==> src/rtl/lsu_mem_arbiter.sv <==
// Round-robin arbiter sharing one word-wide data memory between the core LSU and a loader port.
// Handles byte-lane steering, write strobes, load extension and core alignment/range checks.
module lsu_mem_arbiter #(
   parameter int unsigned ADDR_W = 8
) (
   input  logic              clk,
   input  logic              reset,
   input  logic              c_req,
   input  logic              c_we,
   input  logic [2:0]        c_funct3,
   input  logic [31:0]       c_addr,
   input  logic [31:0]       c_wdata,
   output logic              c_gnt,
   output logic              c_rvalid,
   output logic [31:0]       c_rdata,
   output logic              c_err,
   input  logic              l_req,
   input  logic              l_we,
   input  logic [ADDR_W-1:0] l_addr,
   input  logic [31:0]       l_wdata,
   output logic              l_gnt,
   output logic              l_rvalid,
   output logic [31:0]       l_rdata,
   output logic              m_en,
   output logic [3:0]        m_we,
   output logic [ADDR_W-1:0] m_addr,
   output logic [31:0]       m_wdata,
   input  logic [31:0]       m_rdata,
   output logic              busy
);

   typedef enum logic [1:0] {ST_IDLE, ST_ISSUE, ST_RESP} state_t;

   state_t              r_state;
   logic                r_last_core;
   logic                r_sel_core;
   logic                r_we;
   logic                r_err;
   logic [2:0]          r_funct3;
   logic [1:0]          r_boff;
   logic                r_m_en;
   logic [3:0]          r_m_we;
   logic [ADDR_W-1:0]   r_m_addr;
   logic [31:0]         r_m_wdata;
   logic                r_c_rvalid;
   logic                r_c_err;
   logic                r_l_rvalid;

   logic                w_idle;
   logic                w_pick_core;
   logic                w_pick_ldr;
   logic                w_legal;
   logic                w_misal;
   logic                w_oor;
   logic                w_cerr;
   logic [3:0]          w_c_we;
   logic [31:0]         w_c_wdata;
   logic [15:0]         w_sel;
   logic [31:0]         w_ext;

   // Grant is combinational in IDLE; gating with reset keeps it low while reset is held.
   assign w_idle      = (r_state == ST_IDLE) && reset;
   assign w_pick_core = c_req && (!l_req || !r_last_core);
   assign w_pick_ldr  = l_req && !w_pick_core;
   assign c_gnt       = w_idle && w_pick_core;
   assign l_gnt       = w_idle && w_pick_ldr;

   assign w_oor  = |c_addr[31:ADDR_W+2];
   assign w_cerr = !w_legal || w_misal || w_oor;

   always_comb begin
      w_legal = 1'b0;
      w_misal = 1'b0;
      case (c_funct3)
         3'b000:        w_legal = 1'b1;
         3'b001: begin  w_legal = 1'b1;   w_misal = c_addr[0];    end
         3'b010: begin  w_legal = 1'b1;   w_misal = |c_addr[1:0]; end
         3'b100:        w_legal = !c_we;
         3'b101: begin  w_legal = !c_we;  w_misal = c_addr[0];    end
         default:       w_legal = 1'b0;
      endcase
   end

   always_comb begin
      w_c_we    = 4'b1111;
      w_c_wdata = c_wdata;
      case (c_funct3[1:0])
         2'b00: begin
            w_c_we    = 4'b0001 << c_addr[1:0];
            w_c_wdata = {4{c_wdata[7:0]}};
         end
         2'b01: begin
            w_c_we    = c_addr[1] ? 4'b1100 : 4'b0011;
            w_c_wdata = {2{c_wdata[15:0]}};
         end
         default: begin
            w_c_we    = 4'b1111;
            w_c_wdata = c_wdata;
         end
      endcase
   end

   assign w_sel = 16'(m_rdata >> {r_boff, 3'b000});

   always_comb begin
      w_ext = '0;
      case (r_funct3)
         3'b000:  w_ext = {{24{w_sel[7]}}, w_sel[7:0]};
         3'b001:  w_ext = {{16{w_sel[15]}}, w_sel[15:0]};
         3'b010:  w_ext = m_rdata;
         3'b100:  w_ext = {24'b0, w_sel[7:0]};
         3'b101:  w_ext = {16'b0, w_sel[15:0]};
         default: w_ext = '0;
      endcase
   end

   always_ff @(posedge clk or negedge reset) begin
      if (!reset) begin
         r_state     <= ST_IDLE;
         r_last_core <= 1'b0;
         r_sel_core  <= 1'b0;
         r_we        <= 1'b0;
         r_err       <= 1'b0;
         r_funct3    <= '0;
         r_boff      <= '0;
         r_m_en      <= 1'b0;
         r_m_we      <= '0;
         r_m_addr    <= '0;
         r_m_wdata   <= '0;
         r_c_rvalid  <= 1'b0;
         r_c_err     <= 1'b0;
         r_l_rvalid  <= 1'b0;
      end else begin
         case (r_state)
            ST_IDLE: begin
               if (c_req || l_req) begin
                  r_state     <= ST_ISSUE;
                  r_last_core <= w_pick_core;
                  r_sel_core  <= w_pick_core;
                  if (w_pick_core) begin
                     r_we      <= c_we;
                     r_funct3  <= c_funct3;
                     r_boff    <= c_addr[1:0];
                     r_err     <= w_cerr;
                     r_m_en    <= !w_cerr;
                     r_m_we    <= (c_we && !w_cerr) ? w_c_we : '0;
                     r_m_addr  <= c_addr[ADDR_W+1:2];
                     r_m_wdata <= c_we ? w_c_wdata : '0;
                  end else begin
                     r_we      <= l_we;
                     r_funct3  <= 3'b010;
                     r_boff    <= '0;
                     r_err     <= 1'b0;
                     r_m_en    <= 1'b1;
                     r_m_we    <= l_we ? 4'b1111 : 4'b0000;
                     r_m_addr  <= l_addr;
                     r_m_wdata <= l_wdata;
                  end
               end
            end
            ST_ISSUE: begin
               r_state    <= ST_RESP;
               r_m_en     <= 1'b0;
               r_m_we     <= '0;
               r_m_addr   <= '0;
               r_m_wdata  <= '0;
               r_c_rvalid <= r_sel_core;
               r_c_err    <= r_sel_core && r_err;
               r_l_rvalid <= !r_sel_core;
            end
            ST_RESP: begin
               r_state    <= ST_IDLE;
               r_c_rvalid <= 1'b0;
               r_c_err    <= 1'b0;
               r_l_rvalid <= 1'b0;
            end
            default: r_state <= ST_IDLE;
         endcase
      end
   end

   assign m_en     = r_m_en;
   assign m_we     = r_m_we;
   assign m_addr   = r_m_addr;
   assign m_wdata  = r_m_wdata;
   assign c_rvalid = r_c_rvalid;
   assign c_err    = r_c_err;
   assign l_rvalid = r_l_rvalid;
   assign c_rdata  = (r_c_rvalid && !r_c_err && !r_we) ? w_ext : '0;
   assign l_rdata  = (r_l_rvalid && !r_we) ? m_rdata : '0;
   assign busy     = (r_state != ST_IDLE);

endmodule

==> config.mk <==
export PLATFORM = sky130hd
export DESIGN_NAME = lsu_mem_arbiter
export DESIGN_NICKNAME = d
export VERILOG_FILES = /design/src/rtl/lsu_mem_arbiter.sv
export SDC_FILE = /design/constraint.sdc
export NUM_CORES = 1
export LEC_CHECK = 0
export CAP_MARGIN = 20
export CORE_UTILIZATION = 34
export DETAILED_ROUTE_END_ITERATION = 7
export GPL_TIMING_DRIVEN = 0
export PLACE_DENSITY = 0.78
export SYNTH_ARGS = -nofsm -noshare
export SYNTH_HDL_FRONTEND = slang
export SYNTH_SLANG_ARGS = --single-unit
export TNS_END_PERCENT = 30
==> constraint.sdc <==
create_clock -name clk -period 2.3 [get_ports clk]
set_clock_uncertainty 0.05 [all_clocks]
set_input_delay 0.575 -clock clk [delete_from_list [all_inputs] [get_ports clk]]
set_output_delay 0.575 -clock clk [all_outputs]
set_load 0.02 [all_outputs]
# Word-level counts from Yosys, hierarchy flattened
# Index checks and enable logic that the tools add are counted.
# word_totals
ff_bits,58
latchBits,0
ramBits,0
romBits,0
in_bits,145
out_inout_bits,115
n_memories,0
# classes
add_sub_neg,0
multipliers,0
n_div,0
n_lt_le_gt_ge,0
n_eq_ne,12
shifts,2
muxes,32
bitwise,0
n_reduce_logical,36
# op_table
operator,n
2-to-1 mux 32 bit,5
case mux 32 bit (5 select lines),1
case mux 32 bit (2 select lines),2
right shift 32 x 5 -> 16 bit,1
OR reduction 22 bit,1
2-to-1 mux 4 bit,5
2-to-1 mux 8 bit,2
case mux 4 bit (2 select lines),2
case mux 8 bit (2 select lines),1
"== test 3 bit, second input constant",4
case mux 1 bit (2 select lines),6
logical AND 1 bit,10
zero test 1 bit,8
"== test 3 x 1 -> 1 bit, second input constant",2
"== test 3 x 2 -> 1 bit, second input constant",2
zero test 3 bit,2
nonzero test 2 bit,3
OR reduction 2 bit,3
"== test 2 x 1 -> 1 bit, second input constant",2
zero test 2 bit,2
logical OR 1 bit,4
2-to-1 mux 1 bit,4
2-to-1 mux 2 bit,2
case mux 2 bit (2 select lines),1
other kinds (6),7

# Depth between registers and ports, before layout
# logic_depth
ltp_word,12
mapped_depth,8

# Least setup slack after synthesis
# OpenSTA, ideal clock, no wires.
# synth_timing
path_kind,register to output
startpoint,reg r_c_err (netlist: c_err)
endpoint,out c_rdata[21]
t_arrival_ns,1.741
required_time_ns,1.675
path_slack_ns,-0.066
path_stages_with_launch,6
path_buffers,1
path_cell_list,dfrtp_1 > nor3b_1 > nand2_1 > a2111oi_4 > buf_6 > a21o_1
# synth_between
elab_chain_len,4
# synth_lines
item,line_no,source
from (decl),46,logic r_c_err;
from (signal assigned),168,r_c_err <= r_sel_core && r_err;
zero test 1 bit,189,assign c_rdata = (r_c_rvalid && !r_c_err && !r_we) ? w_ext : '0;
logical AND 1 bit (2 in series),189,
2-to-1 mux 32 bit,189,
to (decl),15,"output logic [31:0] c_rdata,"
# Every way passes these cells.

# Final worst setup path
# layout_timing
startpoint,in m_rdata[23]
endpoint,out c_rdata[10]
# layout_between
elab_chain_len,3
# layout_lines
item,line_no,source
from (decl),28,"input logic [31:0] m_rdata,"
right shift 32 x 5 -> 16 bit,103,"assign w_sel = 16'(m_rdata >> {r_boff, 3'b000});"
case mux 32 bit (5 select lines),107,case (r_funct3)
2-to-1 mux 32 bit,189,
# Every way passes these cells.

==> results by group <==
Outcome
  – Result of the run: finished, violations left
  – Violations in the final reports: DRC, setup timing

Synthesis
  – Yosys top cell by area: dfrtp_1
  – Mean instance size in the synthesized netlist: ~8.6 µm²
  – Dominant synthesized flop cell: dfrtp_1
  – Most used standard cells in the synthesized netlist: 58 x dfrtp_1, 54 x nand2_1, 47 x mux2i_1, 42 x o21ai_0, 39 x a21oi_1
  – Leading cell types by total area after synthesis: dfrtp_1 35%, mux2i_1 11%, o21ai_0 5.1%
  – Number of nets produced by synthesis: about 630
  – FFs w/ async S/R, synth: 1.00
  – Sequential fraction of the synthesis area: 0.352
  – Number of library cell types mapped by synthesis: 50
  – Area share of the largest cell type after synthesis: 0.352
  – Most instantiated library cell after synthesis: dfrtp_1
  – Number of register bits inferred by synthesis: 58
  – Cell Area, Synth: around 0.0041 mm²
  – Instance count of the mapped netlist: 480
  – Number of enable-type register cells in the synthesized netlist: 0
  – Yosys warns: 0

Clock network
  – Clock sink total: 58
  – TritonCTS clock tree: yes
  – CTS Buffer Depth: 2
  – Clock Tree Root: clkbuf_16
  – Level count of the clock H-tree: 3
  – Clock transition at path regs: ~0.050 ns
  – Worst-Skew Late Latency: between 0.3 and 0.4 ns
  – Number of clock buffers inserted by TritonCTS: 9
  – Count of hold buffers inserted by post-cts repair: 0

Final layout
  – Relative area change from synthesis to final layout: 81.8%
  – Layout cell share with drive strength beyond 1: 0.219
  – Number of fillers in the final layout: between 1,000 and 1,500
  – Net count, final: 921
  – Total inserted antenna cells: 0

Placed design
  – Total of buffers placed on input and output ports: approximately 260
  – Final HPWL DP: 14,700 µm
  – Global placer's final weighted congestion: between 0.8 and 0.9

Setup path
  – Cell-by-cell trace of the critical path: dlygate4sd2_1 > mux2_1 > mux2i_1 > or4_4 > a21oi_4 > buf_6
  – Critical Path Source Type: input port
  – Critical path type: input port to output pin
  – CP required: around 1.7 ns
  – Kind of cell adding the most delay to the critical path: simple AND/OR/NAND/NOR gates
  – Endpoint class of the critical path: output pin
  – Highest cell delay on the worst timing path: 0.55 ns
  – Combined buffer and inverter count along the critical path: 2
  – Critical path peak fanout: 8
  – Slowest stage cell on the critical path: or4_4
  – Arrival @ worst endpoint: approximately 2.1 ns

Floorplan
  – Number of top-level pins: 260
  – Die Outline Area: around 0.013 mm²
  – Core region area: 0.0116 mm²
  – Initial standard-cell utilization of the core: 0.355
  – DIE WIDTH: 112 µm
  – Height of the die: roughly 110 µm
  – Row count: 39

STA
  – Post-route clock period utilization: 1.19
  – Max Clk Rate: between 0.3 and 0.4 GHz
  – Minimum clock period after layout: 2.73 ns
  – Slew margin rel.: 0.625
  – Number of slew-limit violations in the final report: 0
  – Worst slew pin tran: roughly 0.56 ns
  – Post-route worst hold slack: 0.167 ns
  – Setup repair after global routing missed its margin: true
  – Number of hold violations in the final report: 0
  – Final setup fails: 32
  – Setup slack of the critical path after layout: -0.429 ns
  – Setup TNS: -10.86 ns

Route
  – Total via count in the routed design: 5,106
  – Pre-Repair DR Iteration Count: 7
  – Final wirelength: 19,000 µm
  – Remaining design rule violation count: 20
  – Final routed wire length divided by cell count: 20.6 µm
  – Antenna Nets Post-Route: 0
  – Initial DRC Count: roughly 270
  – Via-per-instance ratio: 5.54

GRT
  – Global-route wire length before repair: ~29,000 µm
  – Number of antenna violations at the first check in global routing: 0
  – Total routing usage reported by global routing: 0.296
  – GRT overflow: 0
  – Largest net degree at the start of global routing: 33
  – Via count of the first global-routing pass: between 5,000 and 6,000

Flow run
  – Max Cap Viol: 0

Min path
  – Hold/Removal Path Class: input port to async pin

Power
  – Leakage power summed over all cells: approximately 3.4 nW
  – Peak supply drop: approximately 470 µV
  – Power density of the placed cells: 1040 mW/mm²
==> placed cells by master, fill, tap and decap left out, types with 11 or more instances in the layout <==
cell type          n
and2_1            32
clkdlybuf4s50_1  174
buf_6             29
clkbuf_1          11
dlygate4sd2_1     15
mux2i_1           39
a21oi_1           30
o21ai_0           42
clkbuf_2          34
nor2_1            22
buf_4             29
dfrtp_1           57
a21o_1            16
nand2_1           53
a22oi_1           20
==> where the power goes <==
part / leakage, nW / internal (W) / switching, W
sequential: 0.757 / 0.00137 / 0.000262
combinational: 2.47 / 0.00210 / 0.00263
clock: 0.156 / 0.000973 / 0.000465
total: 3.38 / 0.00444 / 0.00336
==> cell families after synthesis <==
family / Yosys count / share of synthesized area
buf+inv: 45 / 0.0507
flops: 58 / 0.352
simple gates: 158 / 0.202
mux: 51 / 0.125
compound gates: 164 / 0.259
fa+ha+maj: 3 / 0.00911
xor+xnor: 1 / 0.00213
==> layer usage <==
layer / GRT usage / part of all wire / vias to the layer above
met4: 0.159 / 0.045 / 0
met2: 0.533 / 0.50 / 293
met5: 0 / 0 / -
li1: - / - / 2339
met3: 0.0837 / 0.096 / 57
met1: 0.314 / 0.36 / 2417
==> timing repair <==
| action | in CTS | in global routing |
|---|---|---|
| setup buffers | 14 | 8 |
| gates cloned | 2 | 0 |
| gates resized for setup | 277 | 100 |
| pin swaps | 7 | 9 |
| setup endpoints to repair | 95 | 102 |
==> metrics by stage <==
stage	setup slack (ns)	utilization	area (µm²)	cells	total power [W]
CTS	-0.393	0.642	7450	914	0.00760
finish	-0.429	0.645	7490	921	0.00780
floorplan	-0.0279	-	4120	480	0.00396
global placement	-2.30	0.593	6880	881	0.00581
global route	-0.500	0.645	7490	921	0.00819
detailed placement	-1.31	0.594	6900	882	0.00588
==> registers in the layout (all words and copies together), names as in the netlist, 2 cells and up <==
register  cells
m_addr        8
m_wdata      32
m_we          4
r_boff        2
r_funct3      3
r_state       2
==> layout make-up <==
class	count	area (µm²)	area share
plain buffers	36	239	0.0319
well taps	143	179	0.0239
clock inverters	5	77.6	0.0104
multi-input cells	377	2640	0.352
inverters	8	33.8	0.00451
clock buffers	11	243	0.0324
repair buffers	283	2630	0.351
flip-flops and latches	58	1450	0.194
==> final timing paths <==
path	end	cells past startpoint	startpoint	slack, ns
setup / recovery	c_rdata[10]	6	m_rdata[23]	-0.43
hold / removal	m_addr[0]	1	reset	0.17
setup reg to reg	m_we[3]	8	r_state[1]	0.15
hold reg to reg	m_wdata[1]	2	m_wdata[1]	0.43
max in group asynchronous	r_funct3[1]	2	reset	1.51
min in group clk	m_wdata[1]	2	m_wdata[1]	0.43
Note: power is estimated with default switching activity, not from simulation.
